## src/rtl/bus_source_arbiter.sv

```systemverilog
// bus_source_arbiter
//   Registered bus-source select. Turns N_SRC request lines into a binary
//   bus-mux select, using fixed-priority or round-robin arbitration.
//   Adds a valid flag, a multi-request error flag and a grant lock for
//   multi-cycle transfers.
//   Optional feature macro: BUS_CONFLICT_CNT_EN adds a saturating
//   conflict_cnt output that counts multi-request edges.
module bus_source_arbiter #(
   parameter int unsigned N_SRC = 24,
   parameter int unsigned SEL_W = 5,
   parameter int unsigned CNT_W = 8
) (
   input  logic             clk,
   input  logic             clr,
   input  logic [N_SRC-1:0] req,
   input  logic             rr_mode,
   input  logic             lock,
   output logic [SEL_W-1:0] sel,
   output logic             sel_valid,
   output logic             multi_err
`ifdef BUS_CONFLICT_CNT_EN
   ,
   output logic [CNT_W-1:0] conflict_cnt
`endif
);

   localparam int unsigned IDX_W = $clog2(N_SRC);

   // Elaboration-time parameter sanity checks
   if ((N_SRC < 2) || (N_SRC > 64)) begin : g_bad_n_src
      $error("bus_source_arbiter: N_SRC must be in 2..64");
   end
   if ((2 ** SEL_W) < N_SRC) begin : g_bad_sel_w
      $error("bus_source_arbiter: SEL_W too narrow for N_SRC");
   end
   if (CNT_W < 1) begin : g_bad_cnt_w
      $error("bus_source_arbiter: CNT_W must be at least 1");
   end

   typedef enum logic [1:0] {
      ST_IDLE,
      ST_ACTIVE,
      ST_LOCKED
   } state_e;

   state_e             state_q, state_d;
   logic [SEL_W-1:0]   sel_q, sel_d;
   logic               sel_valid_q, sel_valid_d;
   logic               multi_err_q, multi_err_d;
   logic [SEL_W-1:0]   rr_ptr_q, rr_ptr_d;

   logic               any_req;
   logic [N_SRC-1:0]   above_mask;
   logic [N_SRC-1:0]   rr_high;
   logic [SEL_W-1:0]   fp_win;
   logic [SEL_W-1:0]   rr_win;
   logic [SEL_W-1:0]   win;
   logic               grant;

   // Index of the lowest set bit; zero when the vector is empty
   function automatic logic [SEL_W-1:0] lowest_set(input logic [N_SRC-1:0] v);
      logic [SEL_W-1:0] r;
      logic             hit;
      r   = '0;
      hit = 1'b0;
      for (int unsigned i = 0; i < N_SRC; i++) begin
         if (!hit && v[IDX_W'(i)]) begin
            r   = SEL_W'(i);
            hit = 1'b1;
         end
      end
      return r;
   endfunction

   // Mask of source indices strictly above the round-robin pointer
   always_comb begin
      above_mask = '0;
      for (int unsigned i = 0; i < N_SRC; i++) begin
         above_mask[IDX_W'(i)] = (SEL_W'(i) > rr_ptr_q);
      end
   end

   // Winner selection for both arbitration modes
   // Round-robin scan rr_ptr+1 .. N_SRC-1, wrap to 0 .. rr_ptr, is done as
   // "lowest requester above the pointer, else lowest requester overall".
   always_comb begin
      any_req = |req;
      rr_high = req & above_mask;
      fp_win  = lowest_set(req);
      rr_win  = (|rr_high) ? lowest_set(rr_high) : lowest_set(req);
      win     = rr_mode ? rr_win : fp_win;
   end

   // Next-state, grant and pointer logic
   always_comb begin
      state_d     = state_q;
      sel_d       = sel_q;
      sel_valid_d = sel_valid_q;
      rr_ptr_d    = rr_ptr_q;
      grant       = 1'b0;

      case (state_q)
         ST_IDLE: begin
            if (any_req) begin
               grant = 1'b1;
            end
         end
         ST_ACTIVE: begin
            if (!any_req) begin
               state_d     = ST_IDLE;
               sel_valid_d = 1'b0;
            end else if (lock) begin
               state_d = ST_LOCKED;
            end else begin
               grant = 1'b1;
            end
         end
         ST_LOCKED: begin
            if (!lock) begin
               if (any_req) begin
                  grant = 1'b1;
               end else begin
                  state_d     = ST_IDLE;
                  sel_valid_d = 1'b0;
               end
            end
         end
         default: begin
            state_d     = ST_IDLE;
            sel_valid_d = 1'b0;
         end
      endcase

      if (grant) begin
         state_d     = ST_ACTIVE;
         sel_d       = win;
         sel_valid_d = 1'b1;
         if (rr_mode) begin
            rr_ptr_d = win;
         end
      end
   end

   // Multi-request detection, evaluated in every state
   always_comb begin
      multi_err_d = ($countones(req) > 1);
   end

   // State and output registers
   always_ff @(posedge clk or negedge clr) begin
      if (!clr) begin
         state_q     <= ST_IDLE;
         sel_q       <= '0;
         sel_valid_q <= 1'b0;
         multi_err_q <= 1'b0;
         rr_ptr_q    <= SEL_W'(N_SRC - 1);
      end else begin
         state_q     <= state_d;
         sel_q       <= sel_d;
         sel_valid_q <= sel_valid_d;
         multi_err_q <= multi_err_d;
         rr_ptr_q    <= rr_ptr_d;
      end
   end

   assign sel       = sel_q;
   assign sel_valid = sel_valid_q;
   assign multi_err = multi_err_q;

`ifdef BUS_CONFLICT_CNT_EN
   logic [CNT_W-1:0] conflict_cnt_q, conflict_cnt_d;

   // Saturating count of edges that see more than one request
   always_comb begin
      conflict_cnt_d = conflict_cnt_q;
      if (multi_err_d && (conflict_cnt_q != '1)) begin
         conflict_cnt_d = conflict_cnt_q + 1'b1;
      end
   end

   // Conflict counter register, cleared only by reset
   always_ff @(posedge clk or negedge clr) begin
      if (!clr) begin
         conflict_cnt_q <= '0;
      end else begin
         conflict_cnt_q <= conflict_cnt_d;
      end
   end

   assign conflict_cnt = conflict_cnt_q;
`endif

endmodule

```

## config.mk

```make
export PLATFORM = sky130hd
export DESIGN_NAME = bus_source_arbiter
export DESIGN_NICKNAME = d
export VERILOG_FILES = /design/src/rtl/bus_source_arbiter.sv
export SDC_FILE = /design/constraint.sdc
export NUM_CORES = 1
export LEC_CHECK = 0
export BUFFER_PORTS_ARGS = -buffer_cell sky130_fd_sc_hd__buf_2
export CORE_MARGIN = 8
export CORE_UTILIZATION = 47
export DETAILED_ROUTE_END_ITERATION = 10
export PLACE_DENSITY = 0.7
export SYNTH_ARGS = -nofsm -noshare
export SYNTH_HDL_FRONTEND = slang
export SYNTH_SLANG_ARGS = --single-unit
```

## constraint.sdc

```tcl
create_clock -name clk -period 2.13 [get_ports clk]
set_input_delay 0.1065 -clock clk [delete_from_list [all_inputs] [get_ports clk]]
set_output_delay 0.1065 -clock clk [all_outputs]
set_load 0.05 [all_outputs]
```

### Word-level counts from Yosys, hierarchy flattened

Index checks and enable logic that the tools add are counted.
W data, S select, Z words.

* bits in registers: 14
* input bits: 28
* output and inout port bits: 7

* add/subtract/negate cells: 23
* $lt $le $gt $ge: 25
* equal/unequal tests: 6
* multiplexer cells: 109
* bitwise gates (word level): 1
* reductions and logical operators: 98

Operators by type and width (number)
* $mux W5: 46
* $mux W1: 55
* $reduce_or A24 Y1: 2
* $logic_and A1 B1 Y1: 46
* $logic_not A1 Y1: 46
* $gt A4 B5 Y1 const A: 8
* $gt A5 B5 Y1 const A: 8
* $add A1 B1 Y2: 12
* $and A24 B24 Y24: 1
* $gt A3 B5 Y1 const A: 4
* $add A2 B2 Y3: 6
* $add A3 B3 Y4: 3
* $gt A1 B5 Y1 const A: 2
* $gt A2 B5 Y1 const A: 2
* $mux W2: 5
* $add A5 B4 Y6: 1
* $gt A6 B1 Y1 const B: 1
* $ne A3 B3 Y1 const B: 2
* $pmux W1 S3: 2
* $pmux W2 S3: 1
* $add A4 B4 Y5: 1
* $ne A4 B4 Y1 const B: 1
* $reduce_and A2 Y1: 2
* $reduce_and A4 Y1: 1
* 4 further kinds: 4

### Longest topological paths before layout

* depth after elaboration: 74
* depth in mapped cells: 14
* depth with buffers taken out: 14

### Worst setup path before layout

OpenSTA, ideal clock, no wires.

* path kind: input-to-reg
* start: in req[17]
* end: reg multi_err_q, in the netlist multi_err
* setup time: 125 ps
* data arrival time: 3477 ps
* required time: 2005 ps
* path slack: -1472 ps
* stages on the path: 13
* cells stage by stage: fa_1 > inv_1 > fa_1 > inv_1 > fa_1 > inv_1 > fa_1 > fa_1 > inv_1 > ha_1 > fa_1 > nor4_1 > nand2_1

* cells in the longest elaborated chain, start to end: 5

Ends and longest elaborated chain
* start: declaration: RTL line 15 `input logic [N_SRC-1:0] req,`
* $add A1 B1 Y2 (not written as such): RTL line 146 `multi_err_d = ($countones(req) > 1);`
* $add A2 B2 Y3 (not written as such): RTL line 146
* $add A3 B3 Y4 (not written as such): RTL line 146
* $add A5 B4 Y6 (not written as such): RTL line 146
* $gt A6 B1 Y1: RTL line 146
* named net multi_err_d: RTL line 49 `logic multi_err_q, multi_err_d;`
* end signal: assignment: RTL line 161 `multi_err_q <= multi_err_d;`
* end: declaration: RTL line 49

The timed path passes the listed nets, and every way through them passes these cells.
A chain may end at the register's enable or synchronous reset.

### Worst setup path after layout

* start: in req[11]
* end: reg multi_err_q, in the netlist multi_err

* cells in the longest elaborated chain, start to end: 6

Ends and longest elaborated chain (RTL line)
* $add A1 B1 Y2 (not written as such): 146
* $add A2 B2 Y3 (not written as such): 146
* $add A3 B3 Y4 (not written as such): 146
* $add A4 B4 Y5 (not written as such): 146
* $add A5 B4 Y6 (not written as such): 146
* $gt A6 B1 Y1: 146
* named net multi_err_d: 49

The timed path passes the listed nets, and every way through them passes these cells.

==> run_results.csv <==
group,metric,value,unit
layout,post-route-util,0.753,
route,vias,2931,
synthesis,syn_inst,293,
layout,drive_gt1_frac,0.460,
pwr,share_comb_of_total_power,0.822,
synthesis,synth.distinct_cells,73,
synthesis,synth_fp_nets,351,
global_routing,grt_pass1_wl,14600,um
worst_setup_path,crit_arrival,3.69,ns
global_routing,track_usage,0.239,
placed_design,io_buffer_count,34,
route,ant_nets,0,
pwr,p_seq_frac,0.118,
pwr,totalPowerFinal,4.66,mW
job,drv_cap,0,
clocking,cts_sinks,14,
pwr,clock_power_share,0.060,
clocking,tritoncts,"built",
route,first_pass_iters,5,
timing,setup_violations,11,
synthesis,synth_largest_area_cell,"fa_1",
clocking,cts_max_level,1,
die,die-area,7800,um2
global_routing,grt_pass1_vias,2965,
synthesis,ys_warn_count,0,
global_routing,grt_max_degree,23,
route,drcViolationCount,0,
synthesis,yosysSeqAreaShare,0.144,
timing,clock_skew,0.0203,ns
timing,holdWs,0.159,ns
timing,layout_min_cycle_time,3.54,ns
layout,antennaDiodeCount,0,
global_routing,antenna_found_initial,0,
timing,timing.final.ws_setup,-1.41,ns
synthesis,synth_ff_type,"dfrtp_1",
layout,fin_cells,492,
synthesis,synth-seq-cells,14,
die,die_h,88.3,um
synthesis,synth_top_cell_area_share,0.138,
placed_design,globalplace.congestion,0.993,
clocking,path_clk_slew,0.08,ns
synthesis,ys_async_sr_fraction,1.00,
timing,rsz0062_at_grt,"yes",
pwr,p_per_area,1220,nW/um2
synthesis,synth_edf_count,0,
synthesis,yosys.cell_count.top_type,"inv_1",
clocking,clockBufferDepth,2,
timing,period_share,1.66,
clocking,root_buffer,"clkbuf_8",
layout,area_growth,55.4,%
timing,fmax,283,MHz
worst_setup_path,cp.required,2.28,ns
die,start_util,0.485,
route,wl,9140,um
placed_design,dp_hpwl,6730,um
worst_setup_path,setup.worst_path.end_class,"register",
timing,worstMarginPinSlew,0.516,ns
route,wire_per_inst,18.6,um
synthesis,syn_avg_cell_area,8.40,um2
status,violations,"negative setup slack",
timing,hold_viol_final,0,
route,drtIter0Drc,224,
die,die_x,88.3,um
placed_design,place_inst,469,
synthesis,netlist_top_cells_area,"fa_1 14%, dfrtp_1 10%, ha_1 6.6%, inv_1 4.6%, dfstp_2 4.3%",
worst_setup_path,start_kind,"input pin",
synthesis,synthTopCellsByCount,"30 x inv_1, 27 x nor2_1, 20 x nand2_1",
status,status,"complete, but fails checks",
worst_setup_path,criticalPathCategory,"in2reg",
pwr,p_switching,2.22,mW
global_routing,gr-total-overflow,0,
synthesis,syn-cell-area,2460,um2
route,drt-vias-per-instance,5.96,
pwr,leakage,1.75,nW
pwr,power.share.switching,0.476,
die,placementRows,26,
worst_hold_path,min_path_type,"in2reg",
timing,maxSlewViolCount,0,
timing,relSlewSlack,0.654,
die,core,5070,um2
pwr,peakVddDrop,1.13,mV
layout,nNetsFinal,481,
placed_design,place_ws,-1.74,ns
clocking,cts_made_buffers,3,
clocking,clock_latency,0.26,ns
die,io_pins,35,
pwr,internal_power,2.45,mW
worst_setup_path,critPathMaxFanout,2,
logic make-up (layout without fill, tap and decap cells):
family	count (synthesis)	after routing	synth area share
adder cells (fa/ha/maj)	30	30	0.204
buffers and inverters	43	172	0.0814
AO/OA/AOI/OAI	93	93	0.289
flip-flops	14	14	0.144
multiplexers	5	5	0.0239
AND/OR/NAND/NOR	108	108	0.256
per-layer routing:
metal  wire (um)  share of wire  track usage  vias up
met4         514          0.056        0.137        0
met5           0              0            0        -
met3         641          0.070       0.0344       40
li1            -              -            -     1346
met1        3720           0.41        0.286     1414
met2        4260           0.47        0.400      131
registers in the layout, summed over array words and instances (netlist names):
| register | flops |
|---|---|
| multi_err | 1 |
| rr_ptr_q | 5 |
| sel | 5 |
| sel_valid | 1 |
| state_q | 2 |
power groups by stage:
stage          combinational, mW  clock, mW  sequential [mW]
2_1_floorplan               1.92          0            0.687
3_3_place_gp                2.98          0            0.575
3_5_place_dp                3.08          0            0.577
4_1_cts                     3.61      0.284            0.539
5_1_grt                     4.12      0.298            0.564
6_report                    3.83      0.281            0.550
final timing paths:
| path | from | endpoint | slack, ns | cells after the start |
|---|---|---|---|---|
| worst min register to register | sel_valid$_DFFE_PN0P_ | sel_valid$_DFFE_PN0P_ | 0.49 | 1 |
| worst min-delay path | lock | state_q[1]$_DFFE_PN0P_ | 0.16 | 3 |
| max in group asynchronous | clr | rr_ptr_q[0]$_DFFE_PN1P_ | 1.54 | 2 |
| worst max register to register | rr_ptr_q[0]$_DFFE_PN1P_ | sel[2]$_DFFE_PN0P_ | -0.42 | 7 |
| min in group asynchronous | clr | sel[0]$_DFFE_PN0P_ | 0.27 | 2 |
| worst max-delay path | req[11] | multi_err$_DFF_PN0_ | -1.41 | 12 |
cell usage in the layout, fill, tap and decap left out, types with 3 or more instances in the layout:
cell type / Yosys / routed
nand4_1: 4 / 4
nor2_1: 27 / 26
buf_12: 0 / 5
nand2_1: 20 / 20
nand2b_1: 5 / 3
clkbuf_8: 0 / 4
buf_4: 2 / 83
o21ai_0: 13 / 10
buf_6: 3 / 14
and3_1: 4 / 4
inv_1: 30 / 29
buf_2: 7 / 33
nand3_1: 8 / 8
a21oi_2: 0 / 3
a211o_1: 3 / 3
o21bai_1: 3 / 3
o31ai_1: 3 / 3
a22o_1: 3 / 3
nor4_1: 7 / 5
a21boi_0: 3 / 3
a22oi_1: 3 / 3
o21ai_1: 3 / 5
nor3_1: 7 / 5
ha_1: 13 / 12
fa_1: 17 / 17
dfstp_2: 4 / 4
dfrtp_1: 10 / 10
a21oi_1: 17 / 14
worst max-delay path, stage by stage:
cell and delay (ns):
buf_2 0.12, fa_1 0.53, fa_1 0.51, inv_1 0.05
fa_1 0.47, fa_1 0.50, fa_1 0.50, inv_1 0.04
ha_2 0.17, fa_1 0.44, nor4_2 0.17, nand2_1 0.09
cell type report:
type	instances	area, um2
timing repair buffer	137	1070
tap	70	87.6
sequential	14	355
clock buffer	4	55.1
inverter	31	116
multi-input combinational	236	2140
fill	395	1250
metrics by stage:
stage | area (um2) | setup TNS (ns)
final | 3820 | -4.39
after global routing | 3820 | -5.00
after CTS | 3730 | -3.78
after detailed placement | 3350 | -4.54
after global placement | 3350 | -4.12
after floorplan | 2520 | -1.59
repair_timing:
item,CTS,global route
endpoints found under the setup margin,11,11
cloned,0,0
gates resized for setup,39,14
buffers inserted,14,4
pin swaps,21,9
hold endpoints to repair,10,0
hold buffers,1,0
No activity file was read; power rests on OpenSTA's default activity.
